File: config.mk
export PLATFORM = sky130hd
export DESIGN_NAME = cmd_sequencer
export DESIGN_NICKNAME = d
export VERILOG_FILES = /design/src/rtl/cmd_sequencer.sv
export SDC_FILE = /design/constraint.sdc
export NUM_CORES = 1
export LEC_CHECK = 0
export CAP_MARGIN = 10
export CORE_MARGIN = 2
export CORE_UTILIZATION = 40
export DETAILED_ROUTE_END_ITERATION = 10
export GPL_TIMING_DRIVEN = 0
export PLACE_DENSITY = 0.64
export RECOVER_POWER = 50
export SYNTH_ARGS = -nofsm -noshare
export SYNTH_HDL_FRONTEND = slang
export SYNTH_SLANG_ARGS = --single-unit
File: constraint.sdc
create_clock -name clk -period 2.35 [get_ports clk]
set_input_delay 0.5875 -clock clk [delete_from_list [all_inputs] [get_ports clk]]
set_output_delay 0.5875 -clock clk [all_outputs]
set_load 0.01 [all_outputs]
File: src/rtl/cmd_sequencer.sv
// cmd_sequencer: queues opcode/data commands and issues them one at a time
// to a CommMaster, waiting for the frame-sent and response handshakes.
// Each transaction ends with a one-cycle done pulse, qualified by an
// acknowledge error flag and a response-timeout flag.
module cmd_sequencer #(
    parameter int         DEPTH   = 4,
    parameter int         TMO_CYC = 1000000,
    parameter logic [7:0] POS_ACK = 8'hA5
) (
    input  logic        clk,
    input  logic        rst_n,
    input  logic        push,
    input  logic [7:0]  push_cmd,
    input  logic [15:0] push_data,
    output logic        full,
    output logic        empty,
    output logic [7:0]  cmd,
    output logic [15:0] data,
    output logic        snd_cmd,
    input  logic        frm_snt,
    input  logic        resp_rdy,
    input  logic [7:0]  resp,
    output logic        clr_resp_rdy,
    output logic        busy,
    output logic        done,
    output logic [7:0]  rsp_val,
    output logic        ack_err,
    output logic        tmo_err
);

    localparam int AW = $clog2(DEPTH);
    localparam int CW = AW + 1;
    localparam int TW = $clog2(TMO_CYC + 1);

    localparam logic [AW-1:0] PTR_ONE  = AW'(1);
    localparam logic [CW-1:0] CNT_ONE  = CW'(1);
    localparam logic [CW-1:0] CNT_ZERO = CW'(0);
    localparam logic [CW-1:0] CNT_FULL = CW'(DEPTH);
    localparam logic [TW-1:0] TMR_ONE  = TW'(1);
    localparam logic [TW-1:0] TMR_ZERO = TW'(0);
    localparam logic [TW-1:0] TMR_LAST = TW'(TMO_CYC - 1);
    localparam logic [7:0]    REQ_BATT = 8'h01;

    typedef enum logic [2:0] {
        ST_IDLE      = 3'd0,
        ST_SEND      = 3'd1,
        ST_WAIT_SNT  = 3'd2,
        ST_WAIT_RESP = 3'd3,
        ST_DONE      = 3'd4
    } state_t;

    state_t          state_r;
    state_t          state_next_s;

    logic [7:0]      cmd_mem_r  [DEPTH];
    logic [15:0]     data_mem_r [DEPTH];
    logic [AW-1:0]   wr_ptr_r;
    logic [AW-1:0]   rd_ptr_r;
    logic [CW-1:0]   count_r;
    logic [TW-1:0]   timer_r;

    logic            wr_en_s;
    logic            pop_s;
    logic            capture_s;
    logic            timeout_s;
    logic            timer_clr_s;

    logic [7:0]      cmd_r;
    logic [15:0]     data_r;
    logic            snd_cmd_r;
    logic            clr_resp_rdy_r;
    logic            busy_r;
    logic            done_r;
    logic [7:0]      rsp_val_r;
    logic            ack_err_r;
    logic            tmo_err_r;

    // A push is dropped whenever the queue is full, even if a pop frees a slot this cycle.
    assign wr_en_s = push && (count_r != CNT_FULL);

    assign full         = (count_r == CNT_FULL);
    assign empty        = (count_r == CNT_ZERO);
    assign cmd          = cmd_r;
    assign data         = data_r;
    assign snd_cmd      = snd_cmd_r;
    assign clr_resp_rdy = clr_resp_rdy_r;
    assign busy         = busy_r;
    assign done         = done_r;
    assign rsp_val      = rsp_val_r;
    assign ack_err      = ack_err_r;
    assign tmo_err      = tmo_err_r;

    // FSM state register.
    always_ff @(posedge clk or negedge rst_n) begin
        if (!rst_n) begin
            state_r <= ST_IDLE;
        end else begin
            state_r <= state_next_s;
        end
    end

    // Next-state decode plus the per-cycle pop/capture/timeout strobes.
    always_comb begin
        state_next_s = state_r;
        pop_s        = 1'b0;
        capture_s    = 1'b0;
        timeout_s    = 1'b0;
        timer_clr_s  = 1'b0;
        case (state_r)
            ST_IDLE: begin
                if (count_r != CNT_ZERO) begin
                    pop_s        = 1'b1;
                    state_next_s = ST_SEND;
                end else begin
                    state_next_s = ST_IDLE;
                end
            end
            ST_SEND: begin
                state_next_s = ST_WAIT_SNT;
            end
            ST_WAIT_SNT: begin
                if (frm_snt) begin
                    timer_clr_s  = 1'b1;
                    state_next_s = ST_WAIT_RESP;
                end else begin
                    state_next_s = ST_WAIT_SNT;
                end
            end
            ST_WAIT_RESP: begin
                // A response arriving on the last allowed cycle still counts.
                if (resp_rdy) begin
                    capture_s    = 1'b1;
                    state_next_s = ST_DONE;
                end else if (timer_r == TMR_LAST) begin
                    timeout_s    = 1'b1;
                    state_next_s = ST_DONE;
                end else begin
                    state_next_s = ST_WAIT_RESP;
                end
            end
            ST_DONE: begin
                state_next_s = ST_IDLE;
            end
            default: begin
                state_next_s = ST_IDLE;
            end
        endcase
    end

    // Circular command queue: storage, pointers and occupancy count.
    always_ff @(posedge clk or negedge rst_n) begin
        if (!rst_n) begin
            wr_ptr_r <= '0;
            rd_ptr_r <= '0;
            count_r  <= CNT_ZERO;
            for (int i = 0; i < DEPTH; i++) begin
                cmd_mem_r[i]  <= 8'h00;
                data_mem_r[i] <= 16'h0000;
            end
        end else begin
            if (wr_en_s) begin
                cmd_mem_r[wr_ptr_r]  <= push_cmd;
                data_mem_r[wr_ptr_r] <= push_data;
                wr_ptr_r             <= wr_ptr_r + PTR_ONE;
            end
            if (pop_s) begin
                rd_ptr_r <= rd_ptr_r + PTR_ONE;
            end
            case ({wr_en_s, pop_s})
                2'b10:   count_r <= count_r + CNT_ONE;
                2'b01:   count_r <= count_r - CNT_ONE;
                default: count_r <= count_r;
            endcase
        end
    end

    // Response timer: zeroed on entering WAIT_RESP, counts while waiting.
    always_ff @(posedge clk or negedge rst_n) begin
        if (!rst_n) begin
            timer_r <= TMR_ZERO;
        end else if (timer_clr_s) begin
            timer_r <= TMR_ZERO;
        end else if (state_r == ST_WAIT_RESP) begin
            timer_r <= timer_r + TMR_ONE;
        end else begin
            timer_r <= timer_r;
        end
    end

    // Registered outputs toward CommMaster and the transaction status.
    always_ff @(posedge clk or negedge rst_n) begin
        if (!rst_n) begin
            cmd_r          <= 8'h00;
            data_r         <= 16'h0000;
            snd_cmd_r      <= 1'b0;
            clr_resp_rdy_r <= 1'b0;
            busy_r         <= 1'b0;
            done_r         <= 1'b0;
            rsp_val_r      <= 8'h00;
            ack_err_r      <= 1'b0;
            tmo_err_r      <= 1'b0;
        end else begin
            if (pop_s) begin
                cmd_r  <= cmd_mem_r[rd_ptr_r];
                data_r <= data_mem_r[rd_ptr_r];
            end
            if (capture_s) begin
                rsp_val_r <= resp;
            end
            snd_cmd_r      <= (state_next_s == ST_SEND);
            busy_r         <= (state_next_s != ST_IDLE);
            done_r         <= (state_next_s == ST_DONE);
            clr_resp_rdy_r <= capture_s;
            // Battery requests return a data byte, not an acknowledge code.
            ack_err_r      <= capture_s && (cmd_r != REQ_BATT) && (resp != POS_ACK);
            tmo_err_r      <= timeout_s;
        end
    end

endmodule

==> results of run 1 <==
==> per-layer routing <==
layer  vias up  global-route usage [%]  wire, um
met5         -                       0         0
met4         0                    3.71       124
met3        13                    4.78       675
met2       117                    28.6      7830
met1      2379                    21.7      6550
li1       2094                       -         -
==> tightest hold or removal path, delay by kind of cell, from the launching register on <==
family	cells	cell delay, ps
simple gates	2	100
flops	1	340
==> sequential cells by signal, indices dropped and copies added, names as in the netlist <==
name,cells
ack_err,1
busy,1
clr_resp_rdy,1
cmd,8
cmd_mem_r,32
count_r,3
data,16
data_mem_r,64
done,1
rd_ptr_r,2
rsp_val,8
snd_cmd,1
state_r,3
timer_r,20
tmo_err,1
wr_ptr_r,2
==> cell type report <==
type	count	area (um^2)	area share (%)
sequential	164	4110	46.2
multi-input combinational	332	2880	32.4
timing repair buffer	80	806	9.06
clock buffer	17	425	4.79
tap	229	287	3.22
buffer	24	174	1.96
clock inverter	15	165	1.86
inverter	10	45.0	0.507
==> worst max-delay path by stage <==
stage                           from              to  slack, ps
after global placement         rst_n  data_mem_r[23]      -5620
after floorplan           state_r[0]      count_r[2]          3
after CTS                 state_r[0]      count_r[2]         20
after global routing      count_r[0]           empty          3
final                     count_r[0]           empty         70
after detailed placement  state_r[0]      count_r[2]       -250
==> Yosys cell counts (4+ instances only) <==
library cell	number
o21ai_0	12
nand2_4	4
a21oi_1	4
nand3_1	8
mux2_2	100
ha_1	6
a31oi_1	6
nor2_1	8
dfrtp_1	164
and2_1	4
mux4_2	24
mux2i_1	9
xnor2_1	5
nand2_1	91
clkbuf_1	9
buf_2	5
mux2_1	4
inv_1	9
nand4_1	10
buf_6	8
==> cell families (layout without fill, tap and decap cells) <==
family          count (synthesis)  after routing  share of synthesized area, %
compound gates                 30             30                          2.50
xor+xnor                        7              7                         0.852
fa+ha+maj                       7              7                          1.32
buf+inv                        35            146                          2.90
flops                         164            164                          57.0
mux                           137            137                          25.0
simple gates                  151            151                          10.3
==> timing repair <==
item,in CTS,in global routing
hold buffers,0,0
gates resized for setup,4,9
pin swaps,0,3
buffers inserted,1,2
setup endpoints to repair,3,2
==> power groups by stage <==
stage | clock network (W) | logic [W] | registers, W
after floorplan | 0 | 0.00311 | 0.00476
after global placement | 0 | 0.00453 | 0.00474
after CTS | 0.00282 | 0.00471 | 0.00479
after global routing | 0.00294 | 0.00511 | 0.00497
after detailed placement | 0 | 0.00468 | 0.00484
final | 0.00276 | 0.00465 | 0.00480
==> metrics by stage <==
step / cell area, um^2 / std cells / TNS (ps)
6_report: 8890 / 871 / 0
3_3_place_gp: 8250 / 836 / -919360
4_1_cts: 8880 / 869 / 0
3_5_place_dp: 8280 / 837 / -307
2_1_floorplan: 7200 / 531 / 0
5_1_grt: 8890 / 871 / 0
==> impl.org, run 1 <==
** Run status
- The run finished, with violations left.
- Violated checks :: max-capacitance violations, max-slew violations

** Drt
- Detailed-routing iteration count for the pre-antenna-repair pass :: 4
- The count of nets left with antenna violations once routing finished came out at 0.
- Vias per cell :: 5.28
- In the final routed layout, each cell accounts on average for 17.4 um.
- Post-route DRC violation count :: 0
- Drt total wl :: 15200 um
- Violation count after the first detailed-route iteration :: 289
- The routed layout has 4603 vias.

** Critical path
- CP Capture Type :: output port
- In this design, the largest share of critical-path delay is due to buffers and inverters.
- In this run the critical register-to-register path is captured at count_r[2].
- For flop-to-flop paths, the worst setup slack is 160 ps.
- At the worst endpoint, the required time is 1760 ps.
- Startpoint-to-endpoint class of the critical path :: reg2out
- Buf+Inv Stages, Crit Path :: 1
- Critical-path cell list :: nor3_2, clkdlybuf4s50_1
- On the worst path, the slowest cell contributes a delay of ~580 ps.
- Measured in cells, the most critical reg-to-reg path has a length of 9.
- Worst endpoint data arrival time :: between 1500 and 2000 ps
- Category of the worst setup path launch point :: flop
- Along the worst path, the maximum fanout reaches 4.
- Critical R2R Launch :: state_r[2]
- In this run the number of cells on the critical path is 2.
- Critical Path Slowest Stage Cell :: clkdlybuf4s50_1

** Placed design
- After legalization and detailed placement, the total HPWL measured a little over 10000 um.
- Number of input and output port buffers inserted :: 76
- Routability-driven placement congestion ratio :: roughly 0.84
- Timing analysis after detailed placement gives a worst setup slack of -251 ps.

** Yosys
- After technology mapping, the gate count stands at 531.
- Each instance of the synthesized netlist takes up on average around 14 um^2.
- Count of different cell masters after synthesis :: 45
- Synth Register Bits :: 164
- Summing every instance area after synthesis gives 7200 um^2.
- Post-synth EDFFs :: 0
- After synthesis, the share of flip-flops with an asynchronous set or reset is 100%.
- Proportion of netlist area held by the largest area contributor :: 57.0%
- Syn Nets :: 575
- The Yosys step of the flow raised 0 warnings.
- Leading area contributor after synthesis :: dfrtp_1
- Yosys attributes the largest share of cell area to dfrtp_1 (57%), mux2_2 (16%), mux4_2 (7.5%).
- Leading register cell type out of synthesis :: dfrtp_1
- Sequential-to-total area share from yosys stat :: 57.0%

** Timing
- The count of final hold-check violations is 0.
- RSZ-0062 raised after global routing :: false
- Final clock skew :: 7.69 ps
- Setup slack closes at 70.0 ps.
- Max-slew headroom :: -0.659%
- Final critical delay including setup and external delays :: 2280 ps
- For the pin with the worst max-slew slack, the measured transition is 1510 ps.
- Final number of max-transition violations :: 59
- Worst hold slack :: 478 ps
- Static timing analysis puts the maximum clock frequency at 0.439 GHz.
- Dividing the final minimum period by the clock period gives 97.0%.
- Final setup vio count :: 0

** Power
- Switching part of the total :: between 30 and 40%
- Power share of the sequential group :: 39.3%
- Total power for the finished layout comes to 0.0122 W.
- Max IR drop VDD :: 0.593 mV
- For this design the total switching power over the nets is between 0.003 and 0.004 W.
- Per report_power, the clock group accounts for 22.6% of the total.
- Internal power :: between 0.008 and 0.009 W
- Leakage component of the power :: 3.92 nW
- Share of power burned in combinational logic :: 38.1%
- Power spread over the standard cell area amounts to 1370 nW/um^2.

** Layout
- Filler cells :: 1559
- Once layout is complete, the utilization of the core stands at 50.0%.
- Inserted Diodes :: 0
- Most frequent cells in the layout :: dfrtp_1 (162), mux2_2 (100), nand2_1 (95)
- The post-route netlist has between 20% and 30% of its cells at a drive strength greater than 1.
- Most common cell after layout, fill and taps aside :: dfrtp_1
- The net count of the finished layout is around 670.
- Synthesis-to-finish area growth :: 23.5%

** Clock network
- Source-to-sink clock delay at the later pin of the worst-skew pair :: 420 ps
- The number of clock buffers added by TritonCTS is 17.
- After clock tree synthesis, the clock-pin slew on the worst setup and hold paths is 60 ps.
- TritonCTS built the clock tree.
- Maximum clock insertion buffer count :: 2
- The clock net in this run drives a total of 164 sinks.
- The cell sitting at the root of the clock tree is a clkbuf_16.
- Number of H-tree levels :: 4

** Worst hold path
- The startpoint identified for the worst hold timing path is data[0].
- Hold depth :: 2
- The path class of the tightest hold or removal check is reg2reg.
- End of the worst hold path :: data[0]

** Floorplan
- The floorplan has 49 rows.
- 77 I/O pins were placed.
- Area of the die :: between 15000 and 20000 um^2
- The region available for standard cell placement spans 17800 um^2.
- Starting density of the core :: 40.5%
- The floorplan step set the die width to 138 um.
- In this run the vertical extent of the chip is 138 um.

** Global routing
- The initial antenna violation count is 1.
- Summed over all layers, the global routing overflow is 0.
- Largest net degree at the start of global routing :: 107
- Overall Global Routing Usage :: 16.9%
- The first global-routing pass estimated 25700 um of wire.
- The via count of the first global-routing pass is 5027.

** Run
- Max-cap violations in this run came to 1.
Power figures use the tool's default switching activity.
==> inputs of run 2 (changes only) <==
- CORE_ASPECT_RATIO: unset -> 0.7
- SETUP_SLACK_MARGIN: unset -> 0.15
==> impl.org, run 2 (synthesis gave the netlist of run 1 again) <==
** Run status
- Status :: finished with violations (unchanged)
- Violated checks: max-capacitance violations, max-slew violations (unchanged).

** Layout
- Biggest regs: data_mem_r x64, cmd_mem_r x32, timer_r x20 (unchanged).
- Final-stage net count :: 681 (was 673)
- Storage element area :: 4100 um^2 (was 4110 um^2)
- Most frequent cells in the layout: dfrtp_1 (164), mux2_2 (100), nand2_1 (95) (was dfrtp_1 (162), mux2_2 (100), nand2_1 (95)).
- Synthesis-to-finish area growth :: 24.9% (was 23.5%)
- Max reg flops :: 64 (unchanged)
- The utilization after layout is 51.7% (was 50.0%).
- The top register by number of flip-flops is data_mem_r (unchanged).
- The number of diodes was 0 (unchanged).
- The most common library cell in the layout ignoring fill and taps is dfrtp_1 (unchanged).
- Multi-input combinational cell area :: 2880 um^2 (about the same)
- Filler cells :: 1493 (was 1559)
- The share of cells above drive strength 1 came to 29.2% (was 29.4%).

** Power
- The leakage component of the power was 3.96 nW (was 3.92 nW).
- Net switching power figure :: 0.00388 W (was 0.00392 W)
- The power per cell area was 1400 nW/um^2 (was 1370 nW/um^2).
- Switching part of the total :: 30.9% (was 32.1%)
- Max IR drop VDD :: 0.553 mV (was 0.593 mV)
- Share of power burned in combinational logic :: 38.3% (was 38.1%)
- The sequential power share came to 38.0% (was 39.3%).
- The internal power is 0.00868 W (was 0.00829 W).
- The clock network fraction of total power came to 23.7% (was 22.6%).

** Floorplan
- Die span in x :: 164 um (was 138 um)
- The I/O pin count was 77 (unchanged).
- The vertical die dimension came to 116 um (was 138 um).
- Standard-cell row count :: 40 (was 49)
- Area of the core :: 17400 um^2 (was 17800 um^2)
- The die area came to 19100 um^2 (about the same).
- The initial core utilization was 41.4% (was 40.5%).

** Placed design
- Routability-driven placement congestion ratio :: 0.823 (was 0.839)
- Placed wire-length estimate after detailed placement :: 10500 um (was 10400 um)
- The number of I/O port buffers is 76 (unchanged).

** Clock network
- The CTS buffer count came to 17 (unchanged).
- The hold buffer count at CTS was 0 (unchanged).
- CTS tree :: built (unchanged)
- Clock net sink count :: 164 (unchanged)
- Clock slew at the register clock pins of the worst setup and hold paths :: 60 ps (about the same)
- The count of H-tree levels built during CTS was 4 (unchanged).
- The insertion delay to the later sink of the worst-skew pair was 430 ps (was 420 ps).
- The maximum count of clock buffers along a single path was 2 (unchanged).
- Cell at the root of the clock tree :: clkbuf_16 (unchanged)

** Timing
- Final Hold Vio Count :: 0 (unchanged)
- Fraction of the cycle the final worst path needs :: 96.0% (was 97.0%)
- Final clock skew :: 6.87 ps (was 7.69 ps)
- The clock period minus final worst setup slack came to 2260 ps (was 2280 ps).
- Final setup vio count :: 0 (unchanged)
- The total count of max-transition violations in the final report was 130 (was 59).
- The fmax was 0.443 GHz (was 0.439 GHz).
- Max-slew headroom :: -7.02% (was -0.659%)
- RSZ-0062 raised after global routing: true (was false).
- Tightest Pin Transition :: 1610 ps (was 1510 ps)
- Setup TNS :: 0 ps (unchanged)

** Drt
- The via count normalized by instance count was 5.20 (was 5.28).
- The wire length per cell is 17.5 um (was 17.4 um).
- The number of design-rule violations left by the first detailed-router iteration was 355 (was 289).
- Detailed-routing iteration count for the pre-antenna-repair pass :: 5 (was 4)
- Drt total wl :: 15400 um (was 15200 um)
- Total vias in the final route :: 4584 (was 4603)
- DRT antenna net count :: 0 (unchanged)
- The number of design rule violations left after detail routing was 0 (unchanged).

** Critical path
- Critical Path Start :: state_r[0] (was count_r[0])
- The required time of the critical path came to 2700 ps (was 1760 ps).
- Critical R2R Launch :: state_r[0] (was state_r[2])
- Family with the most delay on the worst path :: simple AND/OR/NAND/NOR gates (was buffers and inverters)
- Critical Path Slowest Stage Cell :: or4_4 (was clkdlybuf4s50_1)
- Buf+Inv Stages, Crit Path :: 4 (was 1)
- Critical-path cell list :: or4_4, buf_12, clkinv_8, buf_8, ha_4, inv_1, fa_2, xor2_1, nor2_1, xor2_1 (was nor3_2, clkdlybuf4s50_1)
- CP Capture Type :: flop (was output port)
- Critical path's largest stage delay :: 560 ps (was 580 ps)
- Critical Path Most Common Cell :: xor2_1
- The largest fanout on the critical path came to 8 (was 4).
- Category of the worst setup path launch point :: flop (unchanged)
- Startpoint-to-endpoint class of the critical path :: reg2reg (was reg2out)
- The worst endpoint data arrival time came to 2610 ps (was 1690 ps).

** Run
- Maximum capacitance violations :: 1 (unchanged)

** Global routing
- The remaining global-route overflow was 0 (unchanged).
- Wire length of the first global-routing pass :: 25800 um (was 25700 um)
- Overall Global Routing Usage :: 17.9% (was 16.9%)
- The via count of the first global-routing pass was 4810 (was 5027).
- Antenna violations before repair :: 0 (was 1)
- The maximum number of pins on one net before global-route repair is 130 (was 107).

** Worst hold path
- Hold/Removal Path Class :: in2async (was reg2reg)
run 2: cell types whose count changed in the layout (fill, tap and decap cells not counted), moves of 4 or more:
cell / previous run / this run
buf_4: 5 / 11
clkbuf_1: 9 / 13
clkinvlp_4: 1 / 6
inv_8: 5 / 0
run 2: worst paths after layout:
| path | endpoint | slack [ps] | depth (start not counted) |
|---|---|---|---|
| min reg2reg | data[8] | 480 | 2 |
| min in group clk | data[8] | 480 | 2 |
| max | count_r[2] | 90 | 10 |
| min | tmo_err | 20 | 1 |
| max reg2reg | count_r[2] | 90 | 10 |
| max in group asynchronous | data_mem_r[53] | 440 | 2 |
run 2: metrics by stage:
step | area, um^2 | setup slack (ps) | power (W) | hold WS, ps | cells
5_1_grt | 8990 | 2.57 | 0.0134 | 22.4 | 881
3_3_place_gp | 8280 | -5740 | 0.00932 | 462 | 838
4_1_cts | 9010 | 65.2 | 0.0127 | 17.1 | 877
2_1_floorplan | 7230 | 139 | 0.00792 | 292 | 531
6_report | 8990 | 94.3 | 0.0126 | 18.9 | 881
3_5_place_dp | 8310 | -87.8 | 0.00959 | 468 | 839
run 2: layout make-up:
| class | count | area share [%] |
|---|---|---|
| Buffer | 25 | 2.14 |
| Clock buffer | 20 | 5.08 |
| Clock inverter | 12 | 1.99 |
| Inverter | 10 | 0.557 |
| Multi-Input combinational cell | 332 | 32.0 |
| Sequential cell | 164 | 45.7 |
| Tap cell | 231 | 3.22 |
| Timing Repair Buffer | 87 | 9.33 |
run 2: what timing repair did:
action                                  4_1_cts  5_1_grt
resized for setup                             7        3
endpoints found under the setup margin        4        2
gates cloned                                  0        0
pin swaps                                     1        2
buffers inserted                              6        4
run 2: metal layers:
| metal | vias to the layer above | global-route usage, % | share of wire (%) |
|---|---|---|---|
| met5 | - | 0 | 0 |
| met4 | 0 | 5.03 | 1.0 |
| met3 | 13 | 4.62 | 5.0 |
| met2 | 104 | 27.3 | 46 |
| met1 | 2355 | 25.5 | 48 |
| li1 | 2112 | - | - |
run 2: power by group through the flow:
stage / Sequential [W] / Clock (W) / Combinational [W]
after floorplan: 0.00476 / 0 / 0.00316
after global placement: 0.00474 / 0 / 0.00459
after detailed placement: 0.00483 / 0 / 0.00475
after CTS: 0.00477 / 0.00304 / 0.00490
after global routing: 0.00495 / 0.00318 / 0.00531
final: 0.00477 / 0.00297 / 0.00481
run 2: worst register-to-register path: cells and delay by family, from the launching register on:
family                   cells  cell delay (ps)
flip-flops                   1              380
adder cells (fa/ha/maj)      2              440
XOR/XNOR                     2              280
buffers and inverters        4              370
AND/OR/NAND/NOR              2              690
